--- src/rtl/sram_ctrl_if.sv ---
// ----------------------------------------------------------------------------
// sram_ctrl_if
//   Bus-side connection between the b16 bus mux and the SRAM wait-state
//   controller. The master (bus mux) presents one request and holds it stable
//   until it sees the one-cycle ready pulse. The slave (sram_ctrl) returns
//   registered read data along with that pulse.
//
//   Signals
//     sel     master->slave  address decodes to SRAM
//     addr    master->slave  16-bit byte address (SRAM word = addr[15:1])
//     bank    master->slave  upper SRAM address bits from the bank SFR
//     r       master->slave  read request (takes priority over w)
//     w       master->slave  byte write strobes: [1] hi byte, [0] lo byte
//     dwrite  master->slave  write data
//     rdata   slave->master  read data, valid while ready=1 after a read
//     ready   slave->master  one-cycle completion pulse
// ----------------------------------------------------------------------------
interface sram_ctrl_if;
    logic        sel;
    logic [15:0] addr;
    logic [1:0]  bank;
    logic        r;
    logic [1:0]  w;
    logic [15:0] dwrite;
    logic [15:0] rdata;
    logic        ready;

    modport master (
        output sel, addr, bank, r, w, dwrite,
        input  rdata, ready
    );

    modport slave (
        input  sel, addr, bank, r, w, dwrite,
        output rdata, ready
    );
endinterface

--- src/rtl/sram_ctrl.sv ---
// ----------------------------------------------------------------------------
// sram_ctrl
//   Wait-state controller between the b16 bus mux and an external 16-bit
//   asynchronous SRAM. A request is accepted in IDLE, the SRAM strobes are held
//   for a programmable number of ACCESS cycles, and a single DONE cycle raises
//   ready so the top level can let the CPU advance. The SRAM_DQ tristate is
//   built outside this block from dq_o/dq_oe.
//
//   Parameters
//     WAIT_RD  extra ACCESS cycles for reads  (0..15)
//     WAIT_WR  extra ACCESS cycles for writes (0..15)
//
//   Ports
//     clk        system clock, all state changes on posedge
//     nreset     asynchronous active-low reset
//     bus        sram_ctrl_if.slave (sel/addr/bank/r/w/dwrite in, rdata/ready out)
//     sram_addr  {1'b0, bank, addr[15:1]}, combinational
//     dq_i       SRAM_DQ input
//     dq_o       SRAM_DQ output data (always dwrite)
//     dq_oe      drive SRAM_DQ (ACCESS and DONE of a write)
//     ce_n, oe_n, we_n, ub_n, lb_n   SRAM strobes, active low
//
//   Timing: request seen in cycle 0 (IDLE), ACCESS spans cycles 1..WAIT+1,
//   ready is high in cycle WAIT+2, then one IDLE turnaround cycle follows.
// ----------------------------------------------------------------------------
module sram_ctrl #(
    parameter int unsigned WAIT_RD = 1,
    parameter int unsigned WAIT_WR = 2
) (
    input  logic        clk,
    input  logic        nreset,
    sram_ctrl_if.slave  bus,
    output logic [17:0] sram_addr,
    input  logic [15:0] dq_i,
    output logic [15:0] dq_o,
    output logic        dq_oe,
    output logic        ce_n,
    output logic        oe_n,
    output logic        we_n,
    output logic        ub_n,
    output logic        lb_n
);

    // The wait counter is 4 bits and never wraps, so larger values cannot be
    // represented; refuse to elaborate rather than silently truncate.
    if (WAIT_RD > 15 || WAIT_WR > 15) begin : g_bad_wait
        $error("sram_ctrl: WAIT_RD and WAIT_WR must be in 0..15");
    end

    localparam logic [3:0] CNT_RD = 4'(WAIT_RD);
    localparam logic [3:0] CNT_WR = 4'(WAIT_WR);

    typedef enum logic [1:0] {
        IDLE   = 2'd0,
        ACCESS = 2'd1,
        DONE   = 2'd2
    } state_t;

    state_t      state, state_nxt;
    logic [3:0]  cnt, cnt_nxt;
    logic        op_rd, op_rd_nxt;   // latched operation: 1 = read, 0 = write
    logic [1:0]  be, be_nxt;         // latched byte enables (11 for reads)
    logic [15:0] rdata_q, rdata_nxt;
    logic        req;
    logic        active;

    // Byte address bit 0 has no meaning for a 16-bit word SRAM.
    logic unused_addr_lsb;
    assign unused_addr_lsb = bus.addr[0];

    assign req = bus.sel & (bus.r | (|bus.w));

    // ------------------------------------------------------------------------
    // State register
    // ------------------------------------------------------------------------
    // NOTE: sequential state uses non-blocking assignments so every flop
    // samples the pre-edge values, independent of statement order.
    // NOTE: rdata is a plain register, not a memory, so it is reset along
    // with the control state and reads back as zero after reset.
    always_ff @(posedge clk or negedge nreset) begin
        if (!nreset) begin
            state   <= IDLE;
            cnt     <= 4'd0;
            op_rd   <= 1'b0;
            be      <= 2'b00;
            rdata_q <= 16'h0000;
        end else begin
            state   <= state_nxt;
            cnt     <= cnt_nxt;
            op_rd   <= op_rd_nxt;
            be      <= be_nxt;
            rdata_q <= rdata_nxt;
        end
    end

    // ------------------------------------------------------------------------
    // Next-state logic
    // ------------------------------------------------------------------------
    // NOTE: every signal written here gets a default first, so no path through
    // the case statement can leave one unassigned and infer a latch.
    always_comb begin
        state_nxt = state;
        cnt_nxt   = cnt;
        op_rd_nxt = op_rd;
        be_nxt    = be;
        rdata_nxt = rdata_q;

        unique case (state)
            IDLE: begin
                if (req) begin
                    state_nxt = ACCESS;
                    op_rd_nxt = bus.r;
                    // A read overrides any write strobes and uses both lanes.
                    cnt_nxt   = bus.r ? CNT_RD : CNT_WR;
                    be_nxt    = bus.r ? 2'b11 : bus.w;
                end
            end

            ACCESS: begin
                if (!req) begin
                    // Master gave up: return without a ready pulse and
                    // without touching rdata.
                    state_nxt = IDLE;
                end else if (cnt != 4'd0) begin
                    cnt_nxt = cnt - 4'd1;
                end else begin
                    state_nxt = DONE;
                    if (op_rd) begin
                        rdata_nxt = dq_i;
                    end
                end
            end

            DONE: begin
                state_nxt = IDLE;
            end

            default: begin
                state_nxt = IDLE;
            end
        endcase
    end

    // ------------------------------------------------------------------------
    // Outputs, decoded from registered state only so they are glitch-free
    // relative to the request inputs and follow nreset immediately.
    // ------------------------------------------------------------------------
    assign active    = (state == ACCESS) || (state == DONE);

    assign ce_n      = ~active;
    assign oe_n      = ~(active & op_rd);
    // we_n rises at the start of DONE while dq_oe stays on, giving data hold.
    assign we_n      = ~((state == ACCESS) & ~op_rd);
    assign ub_n      = ~(active & be[1]);
    assign lb_n      = ~(active & be[0]);
    // Driving DQ only on writes keeps dq_oe and oe_n mutually exclusive.
    assign dq_oe     = active & ~op_rd;
    assign dq_o      = bus.dwrite;

    assign sram_addr = {1'b0, bus.bank, bus.addr[15:1]};

    assign bus.ready = (state == DONE);
    assign bus.rdata = rdata_q;

endmodule

--- src/flat_wrapper.sv ---
// flat-port wrapper written by rule: the top's interface ports become plain ports
module sram_ctrl_flat 
#(
    parameter int unsigned WAIT_RD = 1,
    parameter int unsigned WAIT_WR = 2
)
  (clk, nreset, sram_addr, dq_i, dq_o, dq_oe, ce_n, oe_n, we_n, ub_n, lb_n, bus_sel, bus_addr, bus_bank, bus_r, bus_w, bus_dwrite, bus_rdata, bus_ready);
  sram_ctrl_if bus_i ();
  input  logic clk;
  input  logic nreset;
  output logic [17:0] sram_addr;
  input  logic [15:0] dq_i;
  output logic [15:0] dq_o;
  output logic dq_oe;
  output logic ce_n;
  output logic oe_n;
  output logic we_n;
  output logic ub_n;
  output logic lb_n;
  input wire logic [$bits(bus_i.sel)-1:0] bus_sel;
  input wire logic [$bits(bus_i.addr)-1:0] bus_addr;
  input wire logic [$bits(bus_i.bank)-1:0] bus_bank;
  input wire logic [$bits(bus_i.r)-1:0] bus_r;
  input wire logic [$bits(bus_i.w)-1:0] bus_w;
  input wire logic [$bits(bus_i.dwrite)-1:0] bus_dwrite;
  output wire logic [$bits(bus_i.rdata)-1:0] bus_rdata;
  output wire logic [$bits(bus_i.ready)-1:0] bus_ready;
  assign bus_i.sel = bus_sel;
  assign bus_i.addr = bus_addr;
  assign bus_i.bank = bus_bank;
  assign bus_i.r = bus_r;
  assign bus_i.w = bus_w;
  assign bus_i.dwrite = bus_dwrite;
  assign bus_rdata = bus_i.rdata;
  assign bus_ready = bus_i.ready;
  sram_ctrl #(.WAIT_RD(WAIT_RD), .WAIT_WR(WAIT_WR)) u_core (.clk(clk), .nreset(nreset), .bus(bus_i), .sram_addr(sram_addr), .dq_i(dq_i), .dq_o(dq_o), .dq_oe(dq_oe), .ce_n(ce_n), .oe_n(oe_n), .we_n(we_n), .ub_n(ub_n), .lb_n(lb_n));
endmodule
--- config.mk ---
export PLATFORM = sky130hd
export DESIGN_NAME = sram_ctrl_flat
export DESIGN_NICKNAME = d
export VERILOG_FILES = /design/src/rtl/sram_ctrl_if.sv /design/src/rtl/sram_ctrl.sv /design/src/flat_wrapper.sv
export SDC_FILE = /design/constraint.sdc
export NUM_CORES = 1
export LEC_CHECK = 0
export ABC_CLOCK_PERIOD_IN_PS = 3420
export CELL_PAD_IN_SITES_DETAIL_PLACEMENT = 1
export CELL_PAD_IN_SITES_GLOBAL_PLACEMENT = 1
export CORE_MARGIN = 10
export CORE_UTILIZATION = 26
export CTS_CLUSTER_DIAMETER = 200
export DETAILED_ROUTE_END_ITERATION = 10
export GPL_TIMING_DRIVEN = 1
export PLACE_DENSITY = 0.9
export SYNTH_ARGS = -nofsm -noshare
export SYNTH_HDL_FRONTEND = slang
export SYNTH_SLANG_ARGS = --single-unit
--- constraint.sdc ---
create_clock -name clk -period 3.42 [get_ports clk]
set_clock_uncertainty 0.15 [all_clocks]
set_input_delay 0.684 -clock clk [delete_from_list [all_inputs] [get_ports clk]]
set_output_delay 0.684 -clock clk [all_outputs]
set_load 0.01 [all_outputs]
## Word-level counts from Yosys, hierarchy flattened

Cells that the tools add are included.

| storage, ports and cells | value |
|---|---|
| flip-flop bits (word level) | 25 |
| input bits | 56 |
| output and inout bits | 57 |
| logic and storage cells | 45 |

| operators by class | value |
|---|---|
| $add $sub $neg | 1 |
| equality and inequality tests | 6 |
| multiplexer cells | 10 |
| bitwise gates (word level) | 14 |
| reductions and logical operators | 9 |

Operators by type and width:

| cell | count |
|---|---|
| $mux 4 | 3 |
| $mux 2 | 5 |
| $pmux 4 s2 | 1 |
| $reduce_and 4->1 | 2 |
| $not 1->1 | 7 |
| $and 1x1->1 | 6 |
| $ne 2x1->1 const B | 3 |
| $pmux 2 s2 | 1 |
| $reduce_and 2->1 | 2 |
| $reduce_bool 4->1 | 1 |
| $sub 4x1->4 const B | 1 |
| $ne 3x3->1 const B | 1 |
| $eq 2x1->1 const B | 1 |
| $eq 2x2->1 const B | 1 |
| $logic_not 2->1 | 1 |
| $reduce_bool 2->1 | 1 |
| $reduce_or 2->1 | 1 |
| $logic_or 1x1->1 | 1 |
| $or 1x1->1 | 1 |

## Depth between registers and ports, before layout

| logic depth | value |
|---|---|
| depth after elaboration | 5 |
| gate-level depth with buffers | 6 |
| gate-level depth less buffers | 5 |

## Least setup slack after synthesis

OpenSTA, ideal clock, no wires.

| timing path | value |
|---|---|
| path kind | input port to flip-flop |
| start | in bus_r |
| end | reg u_core.rdata_q[0], in the netlist u_core.bus.rdata[0] |
| library setup time | 125 ps |
| arrival | 1,683 ps |
| data required time | 3,145 ps |
| slack | 1,462 ps |
| stages on the path | 4 |
| buffers on the path | 1 |
| path through | o31a_2 > nand4_4 > buf_6 > mux2_4 |

| on the way | value |
|---|---|
| word-level cells in the longest chain between the ends | 3 |

Ends and longest elaborated chain:

| element | line | source |
|---|---|---|
| start: declaration | flat_wrapper.sv:23 | `input wire logic [$bits(bus_i.r)-1:0] bus_r;` |
| $or 1x1->1 | sram_ctrl.sv:71 | `assign req = bus.sel & (bus.r \| (\|bus.w));` |
| $and 1x1->1 | sram_ctrl.sv:71 |  |
| $reduce_and 4->1 (no line) | -- |  |
| end signal: assignment | sram_ctrl.sv:92 | `rdata_q <= rdata_nxt;` |
| end: declaration | sram_ctrl.sv:63 | `logic [15:0] rdata_q, rdata_nxt;` |

No other way between the ends.
A chain may end at the register's enable or synchronous reset.

## Worst setup path in the final report

| timing path | value |
|---|---|
| start | reg u_core.state[1] |
| end | out we_n |

| on the way | value |
|---|---|
| word-level cells in the longest chain between the ends | 3 |

Ends and longest elaborated chain:

| element | line | source |
|---|---|---|
| start: declaration | sram_ctrl.sv:59 | `state_t state, state_nxt;` |
| start signal: assignment | sram_ctrl.sv:88 | `state <= state_nxt;` |
| $eq 2x1->1 | sram_ctrl.sv:153 | `assign we_n = ~((state == ACCESS) & ~op_rd);` |
| $and 1x1->1 | sram_ctrl.sv:153 |  |
| $not 1->1 | sram_ctrl.sv:153 |  |
| end: declaration | flat_wrapper.sv:17 | `output logic we_n;` |

No other way between the ends.

==> metrics.md <==
| Metric | Value |
|---|---|
| Setup TNS | `0 ns` |
| Max clock buf depth | `2` |
| Relative contribution of combinational cells to total power | `50.3%` |
| Buffer count from post-CTS setup fixing | `0` |
| Main flop type after synthesis | `dfrtp_1` |
| Share of total power in the clock network | `12.9%` |
| Cell at the root of the clock tree | `clkbuf_8` |
| Synth cell count leaders | `buf_4 (34), dfrtp_1 (25), mux2_4 (10)` |
| Slew HR | `53.6%` |
| Final setup viols | `0` |
| Proportion of netlist area held by the largest area contributor | `41.8%` |
| Count of state elements after synthesis | `25` |
| Global-route wire length before repair | `5.22 mm` |
| Net switching power | `0.000493 W` |
| Iteration-0 DRC count of the detailed router | `64` |
| Number of detailed-routing iterations run before antenna repair | `4` |
| Critical Path End Type | `primary output` |
| Vias in the first global route | `1036` |
| Distinct cells, synth | `35` |
| Routability congestion estimate | `0.806` |
| Share of synthesized registers carrying an async set or reset | `100%` |
| Total nets after synthesis | `191` |
| DR vias | `963` |
| Layout overhead on the synthesized area | `21.2%` |
| Initial antenna violation count | `0` |
| Netlist Area Pre-Place | `0.00150 mm2` |
| Ranking of synthesized cells by area | `dfrtp_1 (42%), buf_4 (17%), mux2_4 (10%)` |
| Synth area leader | `dfrtp_1` |
| Post-synthesis area per instance | `11.4 um2` |
| Post-DRT Antenna Nets | `0` |
| Net count, final | `205` |
| Inst Count DP | `212` |
| Clock sink total | `25` |
| Worst min-delay path class | `flop to flop` |
| Final max-slew violation count | `0` |
| Switch share | `34.6%` |
| Clock Latency Late Sink | `0.27 ns` |
| MaxCap Viol Count | `0` |
| Post-layout power | `0.00142 W` |
| Remaining Overflow, GRT | `0` |
| Achievable Freq | `375 MHz` |
| Power density relative to cell area | `786 mW/mm2` |
| Die outline width | `95.8 um` |
| Number of synthesized flops with an enable pin | `0` |
| Total count of hold-check failures in the final report | `0` |
| Clock transition at the registers of the reported paths | `0.09 ns` |
| Critical path type | `flop to primary output` |
| H-tree depth reported by CTS | `1` |
| Total routing usage reported by global routing | `7.17%` |
| Final core utilization | `32.7%` |
| Top-level I/O count | `113` |
| Share of power burned in registers | `36.8%` |
| Placeable core region | `0.00554 mm2` |
| Gates resized, CTS repair | `0` |
| Clock tree from TritonCTS | `yes` |
| CP required | `2.59 ns` |
| Hold Path Depth | `2` |
| Crit share post-route | `78.0%` |
| I/O Buffers | `44` |
| Period minus WS final | `2.67 ns` |
| Worst hold slack | `0.343 ns` |
| Total of warnings raised by yosys | `0` |
| Routed WL per cell | `16.2 um` |
| Setup repair after global routing missed its margin | `no` |
| Via/cell ratio | `4.46` |
| CTS buffer count | `3` |
| Cts hold-fix bufs | `0` |
| Initial core utilization | `27.0%` |
| Startpoint Class | `flop` |
| Critical path peak fanout | `13` |
| Total wire length | `3.50 mm` |
| Count of standard-cell rows | `27` |
| Layout cell share with drive strength beyond 1 | `19.4%` |
| HPWL after DPL | `2.76 mm` |
| Most instantiated library cell after synthesis | `buf_4` |
| Result of the run | `complete, no violations` |
| Internal power of the cells | `0.000932 W` |
| Pin count of the biggest net entering global routing | `26` |
| Final cell count without fillers | `216` |
| LEAKAGE | `0.787 nW` |
| Post-route DRC | `0` |
| Gate Count Post-Synth | `131` |
| Critical path arrival | `1.84 ns` |
| Worst vdd rail ir drop | `211 uV` |
| Fraction of the yosys area taken by sequential cells | `41.8%` |
| Filler Cells Inserted | `628` |
| Die Y-Extent | `95.8 um` |
| R2r worst-path depth | `5` |
| Floorplan die area | `0.00918 mm2` |
| Transition time at the pin with the least slew margin | `0.689 ns` |
| Antenna diodes | `0` |
==> power groups by stage <==
stage	sequential (W)	clock (W)	combinational (W)
finish	0.000525	0.000183	0.000716
global route	0.000542	0.000207	0.000788
CTS	0.000527	0.000194	0.000736
detailed placement	0.000531	0	0.000731
global placement	0.000520	0	0.000711
floorplan	0.000551	0	0.000385
==> worst paths after layout <==
check	start	endpoint	slack (ns)
max	u_core.state[1]	we_n	0.75
min	u_core.be[0]	u_core.be[0]	0.34
max reg2reg	u_core.state[1]	u_core.cnt[1]	1.08
min reg2reg	u_core.be[0]	u_core.be[0]	0.34
max in group asynchronous	nreset	u_core.bus.rdata[1]	2.26
min in group asynchronous	nreset	u_core.bus.rdata[6]	0.62
==> layer usage <==
layer  track usage [%]  up-vias  part of all wire, %
met4              3.32        0                  1.9
met5                 0        -                    0
li1                  -      448                    -
met3              2.10       10                  9.2
met2              12.4       40                   52
met1              7.96      465                   37
==> worst max-delay path: stages, from the launching register on <==
cell and delay, ns:
dfrtp_1 0.43, inv_1 0.09, ha_1 0.46, nand2b_1 0.10
clkdlybuf4s50_1 0.49
==> flip-flops by register name (all words and copies together) (netlist names) <==
register	count
u_core.be	2
u_core.bus.rdata	16
u_core.cnt	4
u_core.op_rd	1
u_core.state	2
==> per-stage QoR <==
step           setup WS [ns]  cell area, um2
4_1_cts                0.713            1810
3_5_place_dp           0.745            1760
5_1_grt                0.595            1810
3_3_place_gp           0.773            1760
2_1_floorplan           1.46            1500
6_report               0.751            1810
==> cells in the final DEF, fill, tap and decap left out <==
master,synthesis,routed
nor3b_1,1,1
clkbuf_8,0,3
o211ai_1,1,1
nand2b_1,2,2
o31a_2,1,1
or3b_2,1,1
clkdlybuf4s50_1,0,44
or2_2,1,1
buf_4,34,1
a221oi_1,1,1
o41ai_1,2,2
inv_1,7,7
a22o_1,2,2
nor2_1,4,4
dfrtp_1,25,25
a211oi_1,1,1
or4b_2,1,1
nor3_1,1,1
conb_1,1,1
clkinvlp_4,0,1
o311ai_1,1,1
nor3b_4,1,1
o221ai_1,1,1
nand3b_1,1,1
a31oi_1,1,1
o21ai_0,5,5
mux2_4,10,10
o31ai_1,1,1
ha_1,4,4
nand3_1,1,1
nand2_1,6,6
o32ai_1,1,1
o22a_1,1,1
nand4_4,1,1
or4_1,1,1
mux2_2,7,7
==> cell families after synthesis <==
kind of cell | after synthesis | share of synthesized area [%]
buffers and inverters | 43 | 19.8
DFF | 25 | 41.8
and+or+nand+nor | 22 | 9.87
AOI/OAI and AO/OA | 19 | 9.54
muxes | 17 | 15.3
adders and majority gates | 4 | 3.35
other | 1 | 0.251
==> area by class of cell <==
| cell class | count | area [um2] | area share (%) |
|---|---|---|---|
| Tap cell | 72 | 90.1 | 4.97 |
| Clock buffer | 3 | 41.3 | 2.28 |
| Multi-Input combinational cell | 63 | 573 | 31.6 |
| Clock inverter | 1 | 7.51 | 0.414 |
| Inverter | 7 | 26.3 | 1.45 |
| Timing Repair Buffer | 45 | 448 | 24.7 |
| Sequential cell | 25 | 626 | 34.5 |
Note: power is estimated with default switching activity, not from simulation.
